==> src/rtl/mem_access_unit.sv <==
// MEM-stage data-memory access controller: issues one req/ack bus transaction per
// load/store held in EX/MEM, stalls the upstream pipeline, and extends load results.
module mem_access_unit #(
  parameter int datawidth   = 32,
  parameter int ACK_TIMEOUT = 16
) (
  input  logic                 clk,
  input  logic                 rst,
  input  logic [datawidth-1:0] ALU_in,
  input  logic [datawidth-1:0] datareg_in,
  input  logic [1:0]           WBsel_in,
  input  logic                 MEMRw_in,
  input  logic [2:0]           Rsel_in,
  input  logic [1:0]           Wsel_in,
  output logic                 dmem_req,
  output logic                 dmem_we,
  output logic [datawidth-1:0] dmem_addr,
  output logic [datawidth-1:0] dmem_wdata,
  output logic [3:0]           dmem_be,
  input  logic                 dmem_ack,
  input  logic [datawidth-1:0] dmem_rdata,
  output logic                 mem_stall,
  output logic [datawidth-1:0] load_data,
  output logic                 load_valid,
  output logic                 misalign_err,
  output logic                 bus_err
);

  typedef enum logic [1:0] {IDLE = 2'd0, BUSY = 2'd1, DONE = 2'd2} state_t;

  localparam logic [7:0] TIMEOUT_LAST = 8'(ACK_TIMEOUT - 1);

  state_t      state, next_state;
  logic [7:0]  wait_cnt;
  logic [1:0]  off_q;
  logic [1:0]  size_q;
  logic        uns_q;
  logic        is_load_q;

  logic        is_store, is_load, is_op;
  logic [1:0]  size;
  logic        uns;
  logic        size_ok, aligned, legal, misaligned;
  logic [3:0]  be;
  logic [31:0] wdata;

  function automatic logic [31:0] extract(input logic [31:0] rdata, input logic [1:0] off,
                                          input logic [1:0] sz, input logic u);
    logic [7:0]  b;
    logic [15:0] h;
    logic [31:0] r;
    case (off)
      2'd0:    b = rdata[7:0];
      2'd1:    b = rdata[15:8];
      2'd2:    b = rdata[23:16];
      default: b = rdata[31:24];
    endcase
    h = off[1] ? rdata[31:16] : rdata[15:0];
    case (sz)
      2'd0:    r = {{24{~u & b[7]}}, b};
      2'd1:    r = {{16{~u & h[15]}}, h};
      default: r = rdata;
    endcase
    return r;
  endfunction

  assign is_store = MEMRw_in;
  assign is_load  = ~MEMRw_in & (WBsel_in == 2'b01);
  assign is_op    = is_store | is_load;

  // Decode access size and legality, and build store lanes.
  always_comb begin
    size    = 2'd0;
    uns     = 1'b0;
    size_ok = 1'b0;
    if (is_store) begin
      case (Wsel_in)
        2'b00:   begin size = 2'd0; size_ok = 1'b1; end
        2'b01:   begin size = 2'd1; size_ok = 1'b1; end
        2'b10:   begin size = 2'd2; size_ok = 1'b1; end
        default: size_ok = 1'b0;
      endcase
    end else begin
      case (Rsel_in)
        3'b000:  begin size = 2'd0; size_ok = 1'b1; end
        3'b001:  begin size = 2'd1; size_ok = 1'b1; end
        3'b010:  begin size = 2'd2; size_ok = 1'b1; end
        3'b100:  begin size = 2'd0; uns = 1'b1; size_ok = 1'b1; end
        3'b101:  begin size = 2'd1; uns = 1'b1; size_ok = 1'b1; end
        default: size_ok = 1'b0;
      endcase
    end
    case (size)
      2'd1:    aligned = ~ALU_in[0];
      2'd2:    aligned = (ALU_in[1:0] == 2'b00);
      default: aligned = 1'b1;
    endcase
    legal      = is_op & size_ok & aligned;
    misaligned = is_op & ~(size_ok & aligned);
    case (size)
      2'd0:    be = 4'b0001 << ALU_in[1:0];
      2'd1:    be = 4'b0011 << ALU_in[1:0];
      default: be = 4'b1111;
    endcase
    if (!is_store) begin
      wdata = 32'h0000_0000;
    end else begin
      case (size)
        2'd0:    wdata = {4{datareg_in[7:0]}};
        2'd1:    wdata = {2{datareg_in[15:0]}};
        default: wdata = datareg_in;
      endcase
    end
  end

  // State register.
  always_ff @(posedge clk or posedge rst) begin
    if (rst) state <= IDLE;
    else     state <= next_state;
  end

  // Next-state logic; DONE always returns to IDLE so the held op is not reissued.
  always_comb begin
    next_state = state;
    case (state)
      IDLE:    if (legal) next_state = BUSY;
      BUSY:    if (dmem_ack || wait_cnt == TIMEOUT_LAST) next_state = DONE;
      DONE:    next_state = IDLE;
      default: next_state = IDLE;
    endcase
  end

  // Stall covers the accept cycle and every BUSY cycle; forced low in reset.
  assign mem_stall = ~rst & (((state == IDLE) & legal) | (state == BUSY));

  // Bus fields, wait counter, load result and status pulses.
  always_ff @(posedge clk or posedge rst) begin
    if (rst) begin
      dmem_req     <= 1'b0;
      dmem_we      <= 1'b0;
      dmem_addr    <= '0;
      dmem_wdata   <= '0;
      dmem_be      <= 4'b0000;
      wait_cnt     <= 8'd0;
      off_q        <= 2'd0;
      size_q       <= 2'd0;
      uns_q        <= 1'b0;
      is_load_q    <= 1'b0;
      load_data    <= '0;
      load_valid   <= 1'b0;
      misalign_err <= 1'b0;
      bus_err      <= 1'b0;
    end else begin
      load_valid   <= 1'b0;
      misalign_err <= 1'b0;
      bus_err      <= 1'b0;
      case (state)
        IDLE: begin
          if (legal) begin
            dmem_req   <= 1'b1;
            dmem_we    <= is_store;
            dmem_addr  <= {ALU_in[31:2], 2'b00};
            dmem_wdata <= wdata;
            dmem_be    <= be;
            off_q      <= ALU_in[1:0];
            size_q     <= size;
            uns_q      <= uns;
            is_load_q  <= is_load;
            wait_cnt   <= 8'd0;
          end else if (misaligned) begin
            misalign_err <= 1'b1;
          end
        end
        BUSY: begin
          if (dmem_ack) begin
            dmem_req <= 1'b0;
            if (is_load_q) begin
              load_data  <= extract(dmem_rdata, off_q, size_q, uns_q);
              load_valid <= 1'b1;
            end
          end else if (wait_cnt == TIMEOUT_LAST) begin
            dmem_req <= 1'b0;
            bus_err  <= 1'b1;
          end else begin
            wait_cnt <= wait_cnt + 8'd1;
          end
        end
        default: ;
      endcase
    end
  end

endmodule

==> config.mk <==
export PLATFORM = sky130hd
export DESIGN_NAME = mem_access_unit
export DESIGN_NICKNAME = d
export VERILOG_FILES = /design/src/rtl/mem_access_unit.sv
export SDC_FILE = /design/constraint.sdc
export NUM_CORES = 1
export LEC_CHECK = 0
export BUFFER_PORTS_ARGS = -buffer_cell sky130_fd_sc_hd__buf_4
export CAP_MARGIN = 20
export CORE_MARGIN = 10
export CORE_UTILIZATION = 45
export DETAILED_ROUTE_END_ITERATION = 8
export PLACE_DENSITY = 0.74
export SETUP_SLACK_MARGIN = 0.2
export SYNTH_ARGS = -nofsm -noshare
export SYNTH_HDL_FRONTEND = slang
export SYNTH_SLANG_ARGS = --single-unit
==> constraint.sdc <==
create_clock -name clk -period 10.2 [get_ports clk]
set_clock_uncertainty 0.05 [all_clocks]
set_input_delay 1.02 -clock clk [delete_from_list [all_inputs] [get_ports clk]]
set_output_delay 1.02 -clock clk [all_outputs]
set_load 0.01 [all_outputs]
======== Yosys cells after proc, flatten, opt, wreduce, memory -nomap -nowiden ========
Cells that the tools add are included.
cells by class
  add/subtract/negate cells ............... 1
  eq/ne operators ......................... 19
  shift-type cells ........................ 2
  muxes and demuxes ....................... 38
  bitwise logic cells ..................... 16
  reductions and logical operators ........ 18
operators by type and width
  kind                                            count
  one-hot mux 32 bit (2 select lines)             2
  2-to-1 mux 8 bit                                6
  2-to-1 mux 32 bit                               1
  one-hot mux 8 bit (3 select lines)              1
  2-to-1 mux 1 bit                                17
  2-to-1 mux 16 bit                               1
  one-hot mux 8 bit (2 select lines)              1
  == test 2 x 1 -> 1 bit (second input constant)  6
  zero test 2 bit                                 6
  one-hot mux 2 bit (2 select lines)              3
  AND 1 bit                                       9
  adder 8 x 1 -> 8 bit (second input constant)    1
  == test 8 x 4 -> 1 bit (second input constant)  1
  != test 2 bit (second input constant)           4
  one-hot mux 4 bit (2 select lines)              1
  == test 2 bit (second input constant)           3
  == test 3 bit (second input constant)           2
  2-to-1 mux 2 bit                                3
  AND reduction 3 bit                             2
  NOT 1 bit                                       5
  OR reduction 5 bit                              1
  one-hot mux 1 bit (2 select lines)              2
  AND reduction 2 bit                             2
  AND reduction 4 bit                             1
  other kinds (11)                                13
word-level totals
  flip-flop bits (word level) ............. 119
  input bits .............................. 107
  output and inout bits ................... 106
  logic and storage cells ................. 109

======== Depth between registers and ports, before layout ========
  word-level depth ........................ 12
  depth in mapped cells ................... 12
  mapped depth without buffers ............ 9

======== Worst setup path after synthesis ========
Ideal clock, no wire load.
  path kind ............................... input to output
  start point ............................. input rst
  end point ............................... output mem_stall
  data arrival time ....................... 3.852 ns
  data required time ...................... 9.130 ns
  setup slack ............................. 5.278 ns
  stages .................................. 2
  path buffers ............................ 0
  cells stage by stage .................... inv_1 -> o21a_1
on the way
  cells in the longest elaborated chain, start to end .. 2
ends and longest elaborated chain
  what                line  source
  start: declaration  8     input logic rst,
  NOT 1 bit           134   assign mem_stall = ~rst & (((state == IDLE) & legal) | (state == BUSY));
  AND 1 bit           134
  end: declaration    22    output logic mem_stall,
Every way passes these cells.

======== Worst setup path in the final report ========
  start point ............................. input MEMRw_in
  end point ............................... output mem_stall
on the way
  elaborated cells on any way between the ends .. 13
  classes of those cells .................. eq/ne: 2; mux: 3; bitwise: 8
RTL lines
  what                                                     line  source
  start: declaration                                       12    input logic MEMRw_in,
  2-to-1 mux 2 bit *                                       76    if (is_store) begin
  named net size[0]                                        41    logic [1:0] size;
  == test 2 bit or == test 2 x 1 -> 1 bit (tied branches)  93    case (size)
  one-hot mux 1 bit (2 select lines) *                     93
  AND 1 bit *                                              98    legal = is_op & size_ok & aligned;
  AND 1 bit *                                              134
  bitwise OR 1 bit *                                       134
  AND 1 bit *                                              134
The timed path passes the listed nets; every way through them passes the cells marked *.

==> results by group <==
Run status
  – Outcome: completed

Timing
  – Fin crit period: 4915 ps
  – Setup TNS: 0 ps
  – Final Setup Violations: 0
  – RSZ-0062 raised after global routing: false
  – Final hold vios: 0
  – Relative slew slack: 29.26%
  – Final worst slack: 5285 ps
  – Peak Freq: 0.2035 GHz
  – Slew @ Worst Pin: 1061 ps
  – Max-slew violations: 0
  – Worst hold slack: 431.0 ps
  – Final period utilization: 48.18%

Floorplanning
  – Die Wd: 132.6 um
  – Chip Height: 132.6 um
  – Area of the core: 12520 um^2
  – Cell Rows: 41
  – Die area: 17590 um^2
  – IO Count: 213
  – Initial Utilization: 45.59%

Route
  – DRT antenna net count: 0
  – DR pass1 iterations: 5
  – Via count: 4929
  – Vias per cell: 5.272
  – DRC Markers: 0
  – Routed len/inst: 18.90 um
  – WL final: 17670 um
  – Initial DRC Count: 357

Clock tree
  – Num CTS Buffers: 17
  – Clock-pin slew on the worst setup and hold paths: 60 ps
  – Total clock sinks: 119
  – Clk buf depth: 2
  – Post-CTS Hold Fix Bufs: 0
  – CTS Root Buffer Type: clkbuf_16
  – PostCTS Resize Cnt: 0
  – Setup bufs post-CTS: 0
  – Worst-skew pair later-pin latency: 410 ps
  – CTS tree: built
  – Depth of the CTS H-tree: 4

Setup path
  – Worst path buffer plus inverter count: 3
  – CP required: 9130 ps
  – CP peak stage delay: 830 ps
  – Crit-path max FO: 83
  – Setup slack, reg-to-reg: 7750 ps
  – Critical path class: in2out
  – CP endpoint kind: primary output
  – Worst path cell trace: buf_4 -> nand2_1 -> o21ai_0 -> ha_1 -> a221oi_2 -> nor3_2 -> buf_4 -> o21a_1 -> buf_4
  – Crit. path cell count: 9
  – Crit path top cell by count: buf_4
  – Worst path top cell family by delay: buffers and inverters
  – Crit-path slowest cell: buf_4
  – Worst Path Arrival: 3840 ps
  – R2R cell count: 4
  – CP startpoint kind: primary input

Finish
  – # nets final: 862
  – Antenna diode count: 0
  – Design Area, Final: 7961 um^2
  – Fraction of layout cells with a size suffix above 1: 41.68%
  – Syn-to-layout area delta: 39.51%
  – FILL cells: 1058

Global route
  – Total gr overflow: 0
  – Antenna violations before repair: 0
  – Vias in the first global route: 5510
  – GRT Overall Usage: 20.09%
  – First-pass GRT wire length: 28720 um
  – Largest net degree at the start of global routing: 84

Synthesis
  – Synth Register Bits: 119
  – Number of synthesized flops with an enable pin: 0
  – Synthesized instance count: 553
  – Seq/Total Area, Yosys: 52.18%
  – Asr flop ratio synth: 100.0%
  – Main synth FF type: dfrtp_1
  – Mean post-synth cell area: 10.32 um^2
  – Area of the mapped netlist: 5707 um^2
  – Cell variety after synth: 41
  – Synth warn: 0

Placed design
  – Port Buffers: 210
  – Pre-CTS setup slack: 5296 ps
  – Routability cong.: 0.9064
  – HPWL Detailed: 13270 um
  – Placed Area: 7343 um^2

Pwr
  – Sw Share: 33.30%
  – Gate power share: 37.9%
  – Leak: 3.859 nW
  – Pint: 1.561 mW
  – Pwr Density: 294.1 nW/um^2
  – VDD IR max: 0.1700 mV
  – Clk network pwr share: 26.8%
  – Post-layout power: 2.341 mW
  – Part of the power in registers: 35.3%
  – Net Switching: 0.7797 mW

Hold path
  – Hold Crit Depth: 2
  – HP Class: reg2reg

Run
  – Max Cap Viol: 0
[layout by cell type (no fill, tap or decap), types with 2 or more instances in the layout]
| cell type | instances |
|---|---|
| dfrtp_1 | 119 |
| nor2_1 | 62 |
| clkbuf_16 | 17 |
| nand3_1 | 3 |
| a21boi_0 | 8 |
| nand2b_1 | 7 |
| nand2_1 | 51 |
| nor3_1 | 4 |
| o21ai_0 | 51 |
| bufinv_16 | 4 |
| mux2_2 | 64 |
| or3_1 | 13 |
| mux2i_1 | 18 |
| inv_1 | 26 |
| xnor2_1 | 2 |
| o21ba_2 | 2 |
| a22o_1 | 8 |
| a21oi_1 | 51 |
| buf_4 | 213 |
| conb_1 | 2 |
| o21a_1 | 2 |
| clkinv_2 | 4 |
| nor2b_1 | 3 |
| nand3b_1 | 2 |
| ha_1 | 4 |
| clkinvlp_4 | 4 |
[power by group through the flow]
stage	Clock, mW	Combinational [mW]	Sequential [mW]
5_1_grt	0.661	0.974	0.853
4_1_cts	0.637	0.902	0.827
3_5_place_dp	0	0.898	0.832
2_1_floorplan	0	0.376	0.884
6_report	0.628	0.887	0.826
3_3_place_gp	0	0.882	0.818
[worst paths after layout]
check,start,endpoint
max in group asynchronous,rst,dmem_addr[16]
max,MEMRw_in,mem_stall
max reg2reg,state[1],load_data[20]
min in group asynchronous,rst,dmem_addr[15]
min,load_data[3],load_data[3]
min reg2reg,load_data[3],load_data[3]
[stage by stage]
stage | cells | util, %
after CTS | 935 | 63.60
after global placement | 904 | 58.67
after detailed placement | 904 | 58.67
after floorplan | 554 | -
after global routing | 935 | 63.60
final | 935 | 63.60
[kinds of logic after synthesis]
family,synth area share (%)
other,0.06571
and+or+nand+nor,11.97
buffers and inverters,5.086
AOI/OAI and AO/OA,13.33
DFF,52.18
muxes,16.18
xor gates and xnor gates,0.3070
adders and majority gates,0.8770
[state kept, by name, summed over array words and instances, names as in the netlist]
signal	flops
dmem_wdata	32
size_q	2
dmem_req	1
misalign_err	1
dmem_be	4
dmem_we	1
load_valid	1
off_q	2
is_load_q	1
load_data	32
dmem_addr	30
bus_err	1
wait_cnt	8
uns_q	1
state	2
[area by class of cell]
| class | count | area, um^2 | area share (%) |
|---|---|---|---|
| Tap cell | 172 | 215.2 | 2.703 |
| Multi-Input combinational cell | 373 | 2447 | 30.74 |
| Inverter | 27 | 103.9 | 1.304 |
| Sequential cell | 119 | 2978 | 37.40 |
| Timing Repair Buffer | 213 | 1599 | 20.08 |
| Clock buffer | 18 | 439.2 | 5.516 |
| Clock inverter | 13 | 178.9 | 2.247 |
[layer usage]
layer / track usage, % / share of wire (%) / vias up
li1: - / - / 2294
met1: 21.62 / 38 / 2399
met2: 32.70 / 48 / 208
met3: 11.05 / 12 / 28
met4: 7.152 / 1.9 / 0
met5: 0 / 0 / -
[tightest hold or removal path, delay by kind of cell, from the launching register on]
kind | cells | cell delay [ps]
flops | 1 | 340
simple gates | 1 | 50
compound gates | 1 | 60
[cell usage after synthesis, types with 7 or more instances]
library cell / n / area (um^2)
a22o_1: 8 / 70.07
nand2_1: 51 / 191.4
a21boi_0: 8 / 60.06
mux2i_1: 18 / 180.2
nor2_1: 62 / 232.7
a21oi_1: 51 / 255.2
clkbuf_1: 17 / 63.81
or3_1: 13 / 81.33
buf_2: 10 / 50.05
mux2_2: 64 / 720.7
o21ai_0: 51 / 255.2
inv_1: 27 / 101.4
dfrtp_1: 119 / 2978
nand2b_1: 7 / 43.79
Power figures use the tool's default switching activity.
